File: src/rtl/alarm_ctrl_if.sv
// Alarm controller signal bundle: panel/time inputs plus the controller's
// registered outputs. The controller takes the slave view and the panel
// (or bench) drives the master view.
interface alarm_ctrl_if;
  logic        alarm_ctrl_tick_1hz;
  logic        alarm_ctrl_min_tick;
  logic [15:0] alarm_ctrl_time;
  logic        alarm_ctrl_mode;
  logic        alarm_ctrl_left;
  logic        alarm_ctrl_right;
  logic        alarm_ctrl_up;
  logic        alarm_ctrl_down;
  logic        alarm_ctrl_snooze;
  logic        alarm_ctrl_stop;
  logic        alarm_ctrl_arm;
  logic        alarm_ctrl_clk_en;
  logic        alarm_ctrl_load;
  logic [15:0] alarm_ctrl_load_time;
  logic [3:0]  alarm_ctrl_digit_sel;
  logic [15:0] alarm_ctrl_alarm;
  logic [15:0] alarm_ctrl_disp;
  logic        alarm_ctrl_ring;
  logic [2:0]  alarm_ctrl_state;

  modport master (
    output alarm_ctrl_tick_1hz, alarm_ctrl_min_tick, alarm_ctrl_time,
           alarm_ctrl_mode, alarm_ctrl_left, alarm_ctrl_right,
           alarm_ctrl_up, alarm_ctrl_down, alarm_ctrl_snooze,
           alarm_ctrl_stop, alarm_ctrl_arm,
    input  alarm_ctrl_clk_en, alarm_ctrl_load, alarm_ctrl_load_time,
           alarm_ctrl_digit_sel, alarm_ctrl_alarm, alarm_ctrl_disp,
           alarm_ctrl_ring, alarm_ctrl_state
  );

  modport slave (
    input  alarm_ctrl_tick_1hz, alarm_ctrl_min_tick, alarm_ctrl_time,
           alarm_ctrl_mode, alarm_ctrl_left, alarm_ctrl_right,
           alarm_ctrl_up, alarm_ctrl_down, alarm_ctrl_snooze,
           alarm_ctrl_stop, alarm_ctrl_arm,
    output alarm_ctrl_clk_en, alarm_ctrl_load, alarm_ctrl_load_time,
           alarm_ctrl_digit_sel, alarm_ctrl_alarm, alarm_ctrl_disp,
           alarm_ctrl_ring, alarm_ctrl_state
  );
endinterface

File: src/rtl/alarm_ctrl.sv
// Alarm clock controller: time/alarm editing through a BCD edit buffer,
// alarm match edge detection, ringing with timeout and minute-based snooze.
// Every output is a register loaded from the next-state values.
module alarm_ctrl #(
  parameter int SNOOZE_MIN     = 5,
  parameter int RING_TIMEOUT_S = 60
) (
  input  logic        alarm_ctrl_clk,
  input  logic        alarm_ctrl_rst,
  alarm_ctrl_if.slave bus
);

  typedef enum logic [2:0] {
    RUN       = 3'd0,
    SET_TIME  = 3'd1,
    SET_ALARM = 3'd2,
    RING      = 3'd3,
    SNOOZE    = 3'd4
  } state_e;

  localparam logic [15:0] RING_LIMIT  = 16'(RING_TIMEOUT_S);
  localparam logic [15:0] SNOOZE_LOAD = 16'(SNOOZE_MIN);
  localparam logic [15:0] ALARM_RESET = 16'h0700;

  state_e      state_q, state_d;
  logic [15:0] buffer_q, buffer_d;
  logic [15:0] alarm_q, alarm_d;
  logic [15:0] load_time_q, load_time_d;
  logic [15:0] disp_q, disp_d;
  logic [15:0] ring_cnt_q, ring_cnt_d;
  logic [15:0] snooze_cnt_q, snooze_cnt_d;
  logic [3:0]  digit_sel_q, digit_sel_d;
  logic        load_q, load_d;
  logic        ring_q, ring_d;
  logic        clk_en_q, clk_en_d;
  logic        match_q, match_d;
  logic        match, trigger, set_mode_q, set_mode_d;

  // One BCD digit step with wrap: up past max goes to 0, down from 0 goes to max.
  function automatic logic [3:0] digit_step(input logic [3:0] d, input logic [3:0] max,
                                            input logic inc);
    logic [3:0] r;
    if (inc) r = (d >= max) ? 4'd0 : d + 4'd1;
    else     r = ((d == 4'd0) || (d > max)) ? max : d - 4'd1;
    return r;
  endfunction

  // Apply an up/down edit to the selected digit, clamping H0 when H1 reaches 2.
  function automatic logic [15:0] edit_buffer(input logic [15:0] v, input logic [3:0] sel,
                                              input logic up, input logic down);
    logic [3:0] h1, h0, m1, m0;
    {h1, h0, m1, m0} = v;
    if (up ^ down) begin
      case (sel)
        4'b0001: m0 = digit_step(m0, 4'd9, up);
        4'b0010: m1 = digit_step(m1, 4'd5, up);
        4'b0100: h0 = digit_step(h0, (h1 == 4'd2) ? 4'd3 : 4'd9, up);
        4'b1000: begin
          h1 = digit_step(h1, 4'd2, up);
          if ((h1 == 4'd2) && (h0 > 4'd3)) h0 = 4'd3;
        end
        default: ;
      endcase
    end
    return {h1, h0, m1, m0};
  endfunction

  assign match      = (bus.alarm_ctrl_time == alarm_q) && bus.alarm_ctrl_arm;
  assign trigger    = match && !match_q;
  assign set_mode_q = (state_q == SET_TIME) || (state_q == SET_ALARM);
  assign set_mode_d = (state_d == SET_TIME) || (state_d == SET_ALARM);

  // Next-state and next-output logic for the mode FSM and its counters.
  always_comb begin
    state_d      = state_q;
    buffer_d     = buffer_q;
    alarm_d      = alarm_q;
    load_time_d  = load_time_q;
    digit_sel_d  = digit_sel_q;
    ring_cnt_d   = ring_cnt_q;
    snooze_cnt_d = snooze_cnt_q;
    load_d       = 1'b0;
    // Held high through the set modes so a match already true on exit cannot ring.
    match_d      = match || set_mode_q;

    case (state_q)
      RUN: begin
        if (trigger) begin
          state_d    = RING;
          ring_cnt_d = 16'd0;
        end else if (bus.alarm_ctrl_mode) begin
          state_d     = SET_TIME;
          buffer_d    = bus.alarm_ctrl_time;
          digit_sel_d = 4'b0001;
        end
      end
      SET_TIME, SET_ALARM: begin
        if (bus.alarm_ctrl_mode) begin
          if (state_q == SET_TIME) begin
            state_d     = SET_ALARM;
            load_d      = 1'b1;
            load_time_d = buffer_q;
            buffer_d    = alarm_q;
            digit_sel_d = 4'b0001;
          end else begin
            state_d     = RUN;
            alarm_d     = buffer_q;
            digit_sel_d = 4'b0000;
          end
        end else begin
          buffer_d = edit_buffer(buffer_q, digit_sel_q, bus.alarm_ctrl_up, bus.alarm_ctrl_down);
          if (bus.alarm_ctrl_left && !bus.alarm_ctrl_right)
            digit_sel_d = {digit_sel_q[2:0], digit_sel_q[3]};
          else if (bus.alarm_ctrl_right && !bus.alarm_ctrl_left)
            digit_sel_d = {digit_sel_q[0], digit_sel_q[3:1]};
        end
      end
      RING: begin
        if (bus.alarm_ctrl_stop || !bus.alarm_ctrl_arm) begin
          state_d = RUN;
        end else if (bus.alarm_ctrl_snooze) begin
          state_d      = SNOOZE;
          snooze_cnt_d = SNOOZE_LOAD;
        end else if (bus.alarm_ctrl_tick_1hz) begin
          ring_cnt_d = ring_cnt_q + 16'd1;
          if (ring_cnt_q + 16'd1 >= RING_LIMIT) state_d = RUN;
        end
      end
      SNOOZE: begin
        if (bus.alarm_ctrl_stop || !bus.alarm_ctrl_arm) begin
          state_d = RUN;
        end else if (bus.alarm_ctrl_min_tick) begin
          if (snooze_cnt_q <= 16'd1) begin
            state_d      = RING;
            ring_cnt_d   = 16'd0;
            snooze_cnt_d = 16'd0;
          end else begin
            snooze_cnt_d = snooze_cnt_q - 16'd1;
          end
        end
      end
      default: state_d = RUN;
    endcase

    clk_en_d = (state_d != SET_TIME);
    ring_d   = (state_d == RING);
    disp_d   = set_mode_d ? buffer_d : bus.alarm_ctrl_time;
  end

  // State and output registers with synchronous active-low reset.
  always_ff @(posedge alarm_ctrl_clk) begin
    if (!alarm_ctrl_rst) begin
      state_q      <= RUN;
      buffer_q     <= 16'h0000;
      alarm_q      <= ALARM_RESET;
      load_time_q  <= 16'h0000;
      disp_q       <= 16'h0000;
      ring_cnt_q   <= 16'd0;
      snooze_cnt_q <= 16'd0;
      digit_sel_q  <= 4'b0000;
      load_q       <= 1'b0;
      ring_q       <= 1'b0;
      clk_en_q     <= 1'b1;
      match_q      <= 1'b1;
    end else begin
      state_q      <= state_d;
      buffer_q     <= buffer_d;
      alarm_q      <= alarm_d;
      load_time_q  <= load_time_d;
      disp_q       <= disp_d;
      ring_cnt_q   <= ring_cnt_d;
      snooze_cnt_q <= snooze_cnt_d;
      digit_sel_q  <= digit_sel_d;
      load_q       <= load_d;
      ring_q       <= ring_d;
      clk_en_q     <= clk_en_d;
      match_q      <= match_d;
    end
  end

  assign bus.alarm_ctrl_state     = state_q;
  assign bus.alarm_ctrl_clk_en    = clk_en_q;
  assign bus.alarm_ctrl_load      = load_q;
  assign bus.alarm_ctrl_load_time = load_time_q;
  assign bus.alarm_ctrl_digit_sel = digit_sel_q;
  assign bus.alarm_ctrl_alarm     = alarm_q;
  assign bus.alarm_ctrl_disp      = disp_q;
  assign bus.alarm_ctrl_ring      = ring_q;

endmodule

File: src/flat_wrapper.sv
// flat-port wrapper written by rule: the top's interface ports become plain ports
module alarm_ctrl_flat 
#(
  parameter int SNOOZE_MIN     = 5,
  parameter int RING_TIMEOUT_S = 60
)
  (alarm_ctrl_clk, alarm_ctrl_rst, bus_alarm_ctrl_tick_1hz, bus_alarm_ctrl_min_tick, bus_alarm_ctrl_time, bus_alarm_ctrl_mode, bus_alarm_ctrl_left, bus_alarm_ctrl_right, bus_alarm_ctrl_up, bus_alarm_ctrl_down, bus_alarm_ctrl_snooze, bus_alarm_ctrl_stop, bus_alarm_ctrl_arm, bus_alarm_ctrl_clk_en, bus_alarm_ctrl_load, bus_alarm_ctrl_load_time, bus_alarm_ctrl_digit_sel, bus_alarm_ctrl_alarm, bus_alarm_ctrl_disp, bus_alarm_ctrl_ring, bus_alarm_ctrl_state);
  alarm_ctrl_if bus_i ();
  input  logic alarm_ctrl_clk;
  input  logic alarm_ctrl_rst;
  input wire logic [$bits(bus_i.alarm_ctrl_tick_1hz)-1:0] bus_alarm_ctrl_tick_1hz;
  input wire logic [$bits(bus_i.alarm_ctrl_min_tick)-1:0] bus_alarm_ctrl_min_tick;
  input wire logic [$bits(bus_i.alarm_ctrl_time)-1:0] bus_alarm_ctrl_time;
  input wire logic [$bits(bus_i.alarm_ctrl_mode)-1:0] bus_alarm_ctrl_mode;
  input wire logic [$bits(bus_i.alarm_ctrl_left)-1:0] bus_alarm_ctrl_left;
  input wire logic [$bits(bus_i.alarm_ctrl_right)-1:0] bus_alarm_ctrl_right;
  input wire logic [$bits(bus_i.alarm_ctrl_up)-1:0] bus_alarm_ctrl_up;
  input wire logic [$bits(bus_i.alarm_ctrl_down)-1:0] bus_alarm_ctrl_down;
  input wire logic [$bits(bus_i.alarm_ctrl_snooze)-1:0] bus_alarm_ctrl_snooze;
  input wire logic [$bits(bus_i.alarm_ctrl_stop)-1:0] bus_alarm_ctrl_stop;
  input wire logic [$bits(bus_i.alarm_ctrl_arm)-1:0] bus_alarm_ctrl_arm;
  output wire logic [$bits(bus_i.alarm_ctrl_clk_en)-1:0] bus_alarm_ctrl_clk_en;
  output wire logic [$bits(bus_i.alarm_ctrl_load)-1:0] bus_alarm_ctrl_load;
  output wire logic [$bits(bus_i.alarm_ctrl_load_time)-1:0] bus_alarm_ctrl_load_time;
  output wire logic [$bits(bus_i.alarm_ctrl_digit_sel)-1:0] bus_alarm_ctrl_digit_sel;
  output wire logic [$bits(bus_i.alarm_ctrl_alarm)-1:0] bus_alarm_ctrl_alarm;
  output wire logic [$bits(bus_i.alarm_ctrl_disp)-1:0] bus_alarm_ctrl_disp;
  output wire logic [$bits(bus_i.alarm_ctrl_ring)-1:0] bus_alarm_ctrl_ring;
  output wire logic [$bits(bus_i.alarm_ctrl_state)-1:0] bus_alarm_ctrl_state;
  assign bus_i.alarm_ctrl_tick_1hz = bus_alarm_ctrl_tick_1hz;
  assign bus_i.alarm_ctrl_min_tick = bus_alarm_ctrl_min_tick;
  assign bus_i.alarm_ctrl_time = bus_alarm_ctrl_time;
  assign bus_i.alarm_ctrl_mode = bus_alarm_ctrl_mode;
  assign bus_i.alarm_ctrl_left = bus_alarm_ctrl_left;
  assign bus_i.alarm_ctrl_right = bus_alarm_ctrl_right;
  assign bus_i.alarm_ctrl_up = bus_alarm_ctrl_up;
  assign bus_i.alarm_ctrl_down = bus_alarm_ctrl_down;
  assign bus_i.alarm_ctrl_snooze = bus_alarm_ctrl_snooze;
  assign bus_i.alarm_ctrl_stop = bus_alarm_ctrl_stop;
  assign bus_i.alarm_ctrl_arm = bus_alarm_ctrl_arm;
  assign bus_alarm_ctrl_clk_en = bus_i.alarm_ctrl_clk_en;
  assign bus_alarm_ctrl_load = bus_i.alarm_ctrl_load;
  assign bus_alarm_ctrl_load_time = bus_i.alarm_ctrl_load_time;
  assign bus_alarm_ctrl_digit_sel = bus_i.alarm_ctrl_digit_sel;
  assign bus_alarm_ctrl_alarm = bus_i.alarm_ctrl_alarm;
  assign bus_alarm_ctrl_disp = bus_i.alarm_ctrl_disp;
  assign bus_alarm_ctrl_ring = bus_i.alarm_ctrl_ring;
  assign bus_alarm_ctrl_state = bus_i.alarm_ctrl_state;
  alarm_ctrl #(.SNOOZE_MIN(SNOOZE_MIN), .RING_TIMEOUT_S(RING_TIMEOUT_S)) u_core (.alarm_ctrl_clk(alarm_ctrl_clk), .alarm_ctrl_rst(alarm_ctrl_rst), .bus(bus_i));
endmodule
File: config.mk
export PLATFORM = sky130hd
export DESIGN_NAME = alarm_ctrl_flat
export DESIGN_NICKNAME = d
export VERILOG_FILES = /design/src/rtl/alarm_ctrl_if.sv /design/src/rtl/alarm_ctrl.sv /design/src/flat_wrapper.sv
export SDC_FILE = /design/constraint.sdc
export NUM_CORES = 1
export LEC_CHECK = 0
export BUFFER_PORTS_ARGS = -buffer_cell sky130_fd_sc_hd__buf_4
export CAP_MARGIN = 20
export CORE_MARGIN = 8
export CORE_UTILIZATION = 59
export CTS_CLUSTER_DIAMETER = 100
export DETAILED_ROUTE_END_ITERATION = 7
export GPL_ROUTABILITY_DRIVEN = 1
export HOLD_SLACK_MARGIN = 0.06
export PLACE_DENSITY = 0.81
export SETUP_SLACK_MARGIN = 0.5
export SYNTH_ARGS = -nofsm -noshare
export SYNTH_HDL_FRONTEND = slang
export SYNTH_SLANG_ARGS = --single-unit
File: constraint.sdc
create_clock -name alarm_ctrl_clk -period 3.81 [get_ports alarm_ctrl_clk]
set_input_delay 0.1905 -clock alarm_ctrl_clk [delete_from_list [all_inputs] [get_ports alarm_ctrl_clk]]
set_output_delay 0.1905 -clock alarm_ctrl_clk [all_outputs]
set_load 0.01 [all_outputs]
== Word level (Yosys, flattened, before mapping) ==
Cells that the tools add are included.
Word-level totals
  output and inout port bits: 58
  input bits: 28
  bits in registers: 107
Cells by class
  bitwise logic cells: 1
  reduce and logical (&&, ||, !) cells: 32
  $lt $le $gt $ge: 11
  muxes and demuxes: 66
  equal/unequal tests: 26
  $add $sub $neg: 10
Operators with widths (number)
  2-to-1 mux 16 bit: 17
  2-to-1 mux 4 bit: 30
  case mux 16 bit (2 select lines): 2
  case mux 16 bit (3 select lines): 1
  2-to-1 mux 3 bit: 10
  adder 16 x 1 -> 16 bit (second input constant): 1
  adder 4 x 1 -> 4 bit (second input constant): 4
  equality test 16 bit: 1
  >= comparator 16 x 6 -> 1 bit (second input constant): 1
  <= comparator 16 x 1 -> 1 bit (second input constant): 1
  zero test 4 bit: 4
  inequality test 2 bit (second input constant): 8
  case mux 4 bit (2 select lines): 2
  subtractor 16 x 1 -> 16 bit (second input constant): 1
  subtractor 4 x 1 -> 4 bit (second input constant): 4
  equality test 3 x 2 -> 1 bit (second input constant): 4
  equality test 4 x 2 -> 1 bit (second input constant): 3
  case mux 3 bit (4 select lines): 1
  > comparator 4 x 2 -> 1 bit (second input constant): 2
  logical OR 1 bit: 8
  AND reduction 8 bit: 1
  equality test 3 x 1 -> 1 bit (second input constant): 2
  AND reduction 3 bit: 2
  logical AND 1 bit: 5
  other kinds (25): 31

== Logic depth before layout (Yosys ltp) ==
  depth after elaboration: 16
  depth in mapped cells: 13
  mapped depth without buffers: 12

== Worst setup path before layout ==
Ideal clock, no wire load.
  kind: flip-flop to flip-flop
  start: register u_core.buffer_q[12]
  end: register u_core.disp_q[9], in the netlist u_core.bus.alarm_ctrl_disp[9]
  setup time: 0.136 ns
  arrival time: 2.782 ns
  setup slack: 0.892 ns
  cell stages (with the launch flop): 14
  cells stage by stage: dfxtp_1 -> clkbuf_1 -> inv_1 -> ha_1 -> nand2_1 -> inv_1 -> ha_1 -> and4b_1 -> o32ai_1 -> mux2i_1 -> o2111ai_1 -> o211a_1 -> a2bb2oi_1 -> mux2i_1
Between the ends
  longest elaborated chain between the ends: 16
  elaborated cells on any way between the ends: 29
  classes of those cells: add/sub: 2; order compare: 4; eq/ne: 2; mux: 17; reduce/logical: 4
Ends and longest elaborated chain
  start: declaration: line alarm_ctrl.sv:26  | logic [15:0] buffer_q, buffer_d;
  start signal: assignment: line alarm_ctrl.sv:167  | buffer_q <= buffer_d;
  > comparator 4 x 2 -> 1 bit or zero test 4 bit (tied branches): line alarm_ctrl.sv:44  | else r = ((d == 4'd0) || (d > max)) ? max : d - 4'd1;
  logical OR 1 bit: line alarm_ctrl.sv:44
  2-to-1 mux 4 bit: line alarm_ctrl.sv:44
  2-to-1 mux 4 bit: line alarm_ctrl.sv:43  | if (inc) r = (d >= max) ? 4'd0 : d + 4'd1;
  2-to-1 mux 4 bit: line alarm_ctrl.sv:54  | case (sel)
  2-to-1 mux 4 bit: line alarm_ctrl.sv:53  | if (up ^ down) begin
  2-to-1 mux 4 bit: line alarm_ctrl.sv:98  | if (bus.alarm_ctrl_mode) begin
  2-to-1 mux 4 bit: line alarm_ctrl.sv:86  | case (state_q)
  equality test 4 x 2 -> 1 bit: line alarm_ctrl.sv:60  | if ((h1 == 4'd2) && (h0 > 4'd3)) h0 = 4'd3;
  logical AND 1 bit: line alarm_ctrl.sv:60
  2-to-1 mux 4 bit: line alarm_ctrl.sv:60
  case mux 4 bit (2 select lines) (*): line alarm_ctrl.sv:54
  2-to-1 mux 4 bit (*): line alarm_ctrl.sv:53
  2-to-1 mux 16 bit (*): line alarm_ctrl.sv:98
  case mux 16 bit (2 select lines) (*): line alarm_ctrl.sv:86
  2-to-1 mux 16 bit (*): line alarm_ctrl.sv:147  | disp_d = set_mode_d ? buffer_d : bus.alarm_ctrl_time;
  end signal: assignment: line alarm_ctrl.sv:170  | disp_q <= disp_d;
  end: declaration: line alarm_ctrl.sv:29  | logic [15:0] disp_q, disp_d;
Every way passes the cells marked *; elsewhere a longest branch is shown, timed or not. The select of a mux whose other input is x is not followed.
A chain may end at the register's enable or synchronous reset.

== Final worst setup path ==
  start: register u_core.snooze_cnt_q[4]
  end: register u_core.disp_q[5], in the netlist u_core.bus.alarm_ctrl_disp[5]
Between the ends
  longest elaborated chain between the ends: 8
  elaborated cells on any way between the ends: 9
  classes of those cells: order compare: 1; eq/ne: 2; mux: 5; reduce/logical: 1
Ends and longest elaborated chain
  start: declaration: line alarm_ctrl.sv:31  | logic [15:0] snooze_cnt_q, snooze_cnt_d;
  start signal: assignment: line alarm_ctrl.sv:172  | snooze_cnt_q <= snooze_cnt_d;
  <= comparator 16 x 1 -> 1 bit (*): line alarm_ctrl.sv:133  | if (snooze_cnt_q <= 16'd1) begin
  2-to-1 mux 3 bit (*): line alarm_ctrl.sv:133
  2-to-1 mux 3 bit (*): line alarm_ctrl.sv:132  | end else if (bus.alarm_ctrl_min_tick) begin
  2-to-1 mux 3 bit (*): line alarm_ctrl.sv:130  | if (bus.alarm_ctrl_stop || !bus.alarm_ctrl_arm) begin
  case mux 3 bit (4 select lines) (*): line alarm_ctrl.sv:86
  equality test 3 x 1 -> 1 bit or equality test 3 x 2 -> 1 bit (tied branches): line alarm_ctrl.sv:71  | assign set_mode_d = (state_d == SET_TIME) || (state_d == SET_ALARM);
  logical OR 1 bit (*): line alarm_ctrl.sv:71
  2-to-1 mux 16 bit (*): line alarm_ctrl.sv:147
Every way passes the cells marked *; elsewhere a longest branch is shown, timed or not.

==> metrics.cfg <==
[timing]
period_minus_slack_ns = 3.17
slew_headroom_pct = 33.8
slew_viol_final = 0
skew_ns = 0.0153
final.setup.tns_ns = 0
hold_viol_final = 0
period_share_pct = 83.1
max_freq_ghz = 0.316
setup_violations = 0
worst_pin_slew_ns = 0.987
rsz0062_at_grt = false

[global_route]
grt_pass1_wl_um = 32500
grt_max_degree = 40
overflow = 0
grt.total_usage_pct = 27.4
grt_pass1_vias = 6409
antenna_found_initial = 0

[yosys]
yosysSeqAreaShare_pct = 33.1
synth_top_area_share_pct = 33.1
synthMuxAreaShare_pct = 1.74
netlist_top_cells_area = dfxtp_1 (33%), nand2_1 (7.3%), a21oi_1 (6.2%)
synth_cell_types = 74
synth-edff-count = 0
synth_compound_area_share_pct = 27.5
synth-adder-area-share_pct = 3.48
synthCells = 856
yosysMostFrequentCell = nand2_1
synth-simple-area-share_pct = 24.4
ys_warn_count = 0
synth.avg_cell_area_um2 = 7.56
async_flop_share_pct = 0
yosysTopAreaCell = dfxtp_1
yosys-top-cells-count = nand2_1 (125), dfxtp_1 (107), a21oi_1 (80), nor2_1 (70), o21ai_0 (54)
synth_nets = 902
synthFlopType = dfxtp_1
syn-cell-area_mm2 = 0.00647
synthXorXnorAreaFrac_pct = 4.60
ys_ff_latch = 107
synth_top_family_by_area = compound AO/OA/AOI/OAI gates

[worst_setup_path]
cp-end-kind = flip-flop
cp-start-kind = flip-flop
critPathKind = reg -> reg
path_max_fanout = 11
crit_arrival_ns = 3.47
crit_required_ns = 4.11

[clock_network]
htreeDepth = 3
clk_pin_slew_ns = 0.10
cts.path.max_buffers = 2
clkSinkCount = 107
root_buffer = clkbuf_8
clk_latency_ns = 0.39
cts_tree = built
postCtsHoldBufs = 0
cts_buffers = 9

[die]
core_mm2 = 0.0108
dieArea_mm2 = 0.0146
die_y_um = 121
die_w_um = 121
io_pins = 86
num_rows = 38
start_util_pct = 59.9

[routing]
drt_iter0_drc = 928
wire_per_inst_um = 19.0
vias = 6890
drtAntennaViolNets = 0
drtPass1Iterations = 6
drc = 0
viasPerCell = 6.52
routed_wl_um = 20000

[layout]
fin_nets = 958
drive_gt1_share_pct = 16.0
postLayoutCoreUtil_pct = 69.0
fin_cells = 1057
antenna_cells = 0
area_growth_pct = 15.1
final_cell_area_mm2 = 0.00744

[worst_hold_path]
hold_path_class = in -> reg

[placement]
io_buffers = 85
hpwl_um = 14300
place_area_mm2 = 0.00722
dp_cells = 1041
gp_congestion = 0.930

[pwr]
total_power_mw = 2.54
p_leak_nw = 2.87
power.density_mw_per_mm2 = 341
vdd_drop_max_v = 0.000268

[status]
status = completed

[run]
maxCapViolations = 0

[state kept, by name, indices dropped and copies added, names as in the netlist]
name,flops
u_core.buffer_q,16
u_core.bus.alarm_ctrl_alarm,16
u_core.bus.alarm_ctrl_disp,16
u_core.bus.alarm_ctrl_load_time,16
u_core.ring_cnt_q,16
u_core.snooze_cnt_q,16
u_core.bus.alarm_ctrl_digit_sel,4
u_core.bus.alarm_ctrl_state,3
u_core.bus.alarm_ctrl_clk_en,1
u_core.bus.alarm_ctrl_load,1
u_core.bus.alarm_ctrl_ring,1
u_core.match_q,1
[critical path: stages, from the launching register on]
cell and delay, ns:
dfxtp_1 0.37, or4_4 0.59, or4_4 0.47, nor4_4 0.33, o311ai_2 0.20, o32ai_4 0.49
buf_4 0.30, nand2_4 0.12, o22ai_1 0.21
[stage by stage]
stage	setup WS (ns)	hold WS [ns]
6_report	0.644	0.0828
5_1_grt	0.503	0.0644
4_1_cts	0.599	0.0644
3_5_place_dp	0.642	0.449
3_3_place_gp	0.752	0.445
2_1_floorplan	0.892	0.329
[per-layer routing]
layer | track usage (%) | wire, µm
met5 | 0 | 0
met4 | 10.1 | 594
met1 | 34.9 | 8300
met2 | 42.6 | 9060
met3 | 8.34 | 2090
[area by class of cell]
| type | instances | area, µm² |
|---|---|---|
| multi-input cells | 661 | 4020 |
| fillers | 925 | 3350 |
| flip-flops and latches | 107 | 2140 |
| repair buffers | 105 | 788 |
| well taps | 140 | 175 |
| clock buffers | 12 | 165 |
| inverters | 28 | 105 |
| clock inverters | 4 | 47.5 |
[power breakdown]
group | internal [mW] | total [mW] | leakage [nW] | switching (mW)
logic | 0.229 | 0.549 | 1.89 | 0.321
registers | 1.17 | 1.24 | 0.871 | 0.0746
clock network | 0.356 | 0.744 | 0.108 | 0.388
total | 1.75 | 2.54 | 2.87 | 0.783
[worst paths after layout]
path	depth (start not counted)	endpoint	slack, ns	from
worst max-delay path	8	u_core.bus.alarm_ctrl_disp[5]	0.64	u_core.snooze_cnt_q[4]
worst min-delay path	3	u_core.bus.alarm_ctrl_disp[9]	0.08	bus_alarm_ctrl_time[9]
worst max register to register	8	u_core.bus.alarm_ctrl_disp[5]	0.64	u_core.snooze_cnt_q[4]
worst min register to register	2	u_core.bus.alarm_ctrl_load_time[9]	0.46	u_core.bus.alarm_ctrl_load_time[9]
[layout by cell type (no fill, tap or decap), drive strengths merged, types with 11 or more instances in the layout]
| cell | count |
|---|---|
| o21ai | 55 |
| a21oi | 80 |
| o22ai | 14 |
| ha | 18 |
| nand4 | 11 |
| nand2 | 126 |
| buf | 105 |
| inv | 27 |
| dfxtp | 107 |
| a31oi | 22 |
| nand3 | 18 |
| clkbuf | 12 |
| nor2 | 70 |
| nor3 | 27 |
| xnor2 | 30 |
[logic make-up after synthesis]
group,count (synthesis)
AOI/OAI and AO/OA,273
xor gates and xnor gates,34
adders and majority gates,18
buffers and inverters,88
DFF,107
muxes,11
and+or+nand+nor,325
[what timing repair did]
action	CTS	global route
setup buffers	0	0
setup endpoints to repair	0	7
endpoints found under the hold margin	0	0
gates resized for setup	0	2
Power figures use the tool's default switching activity.
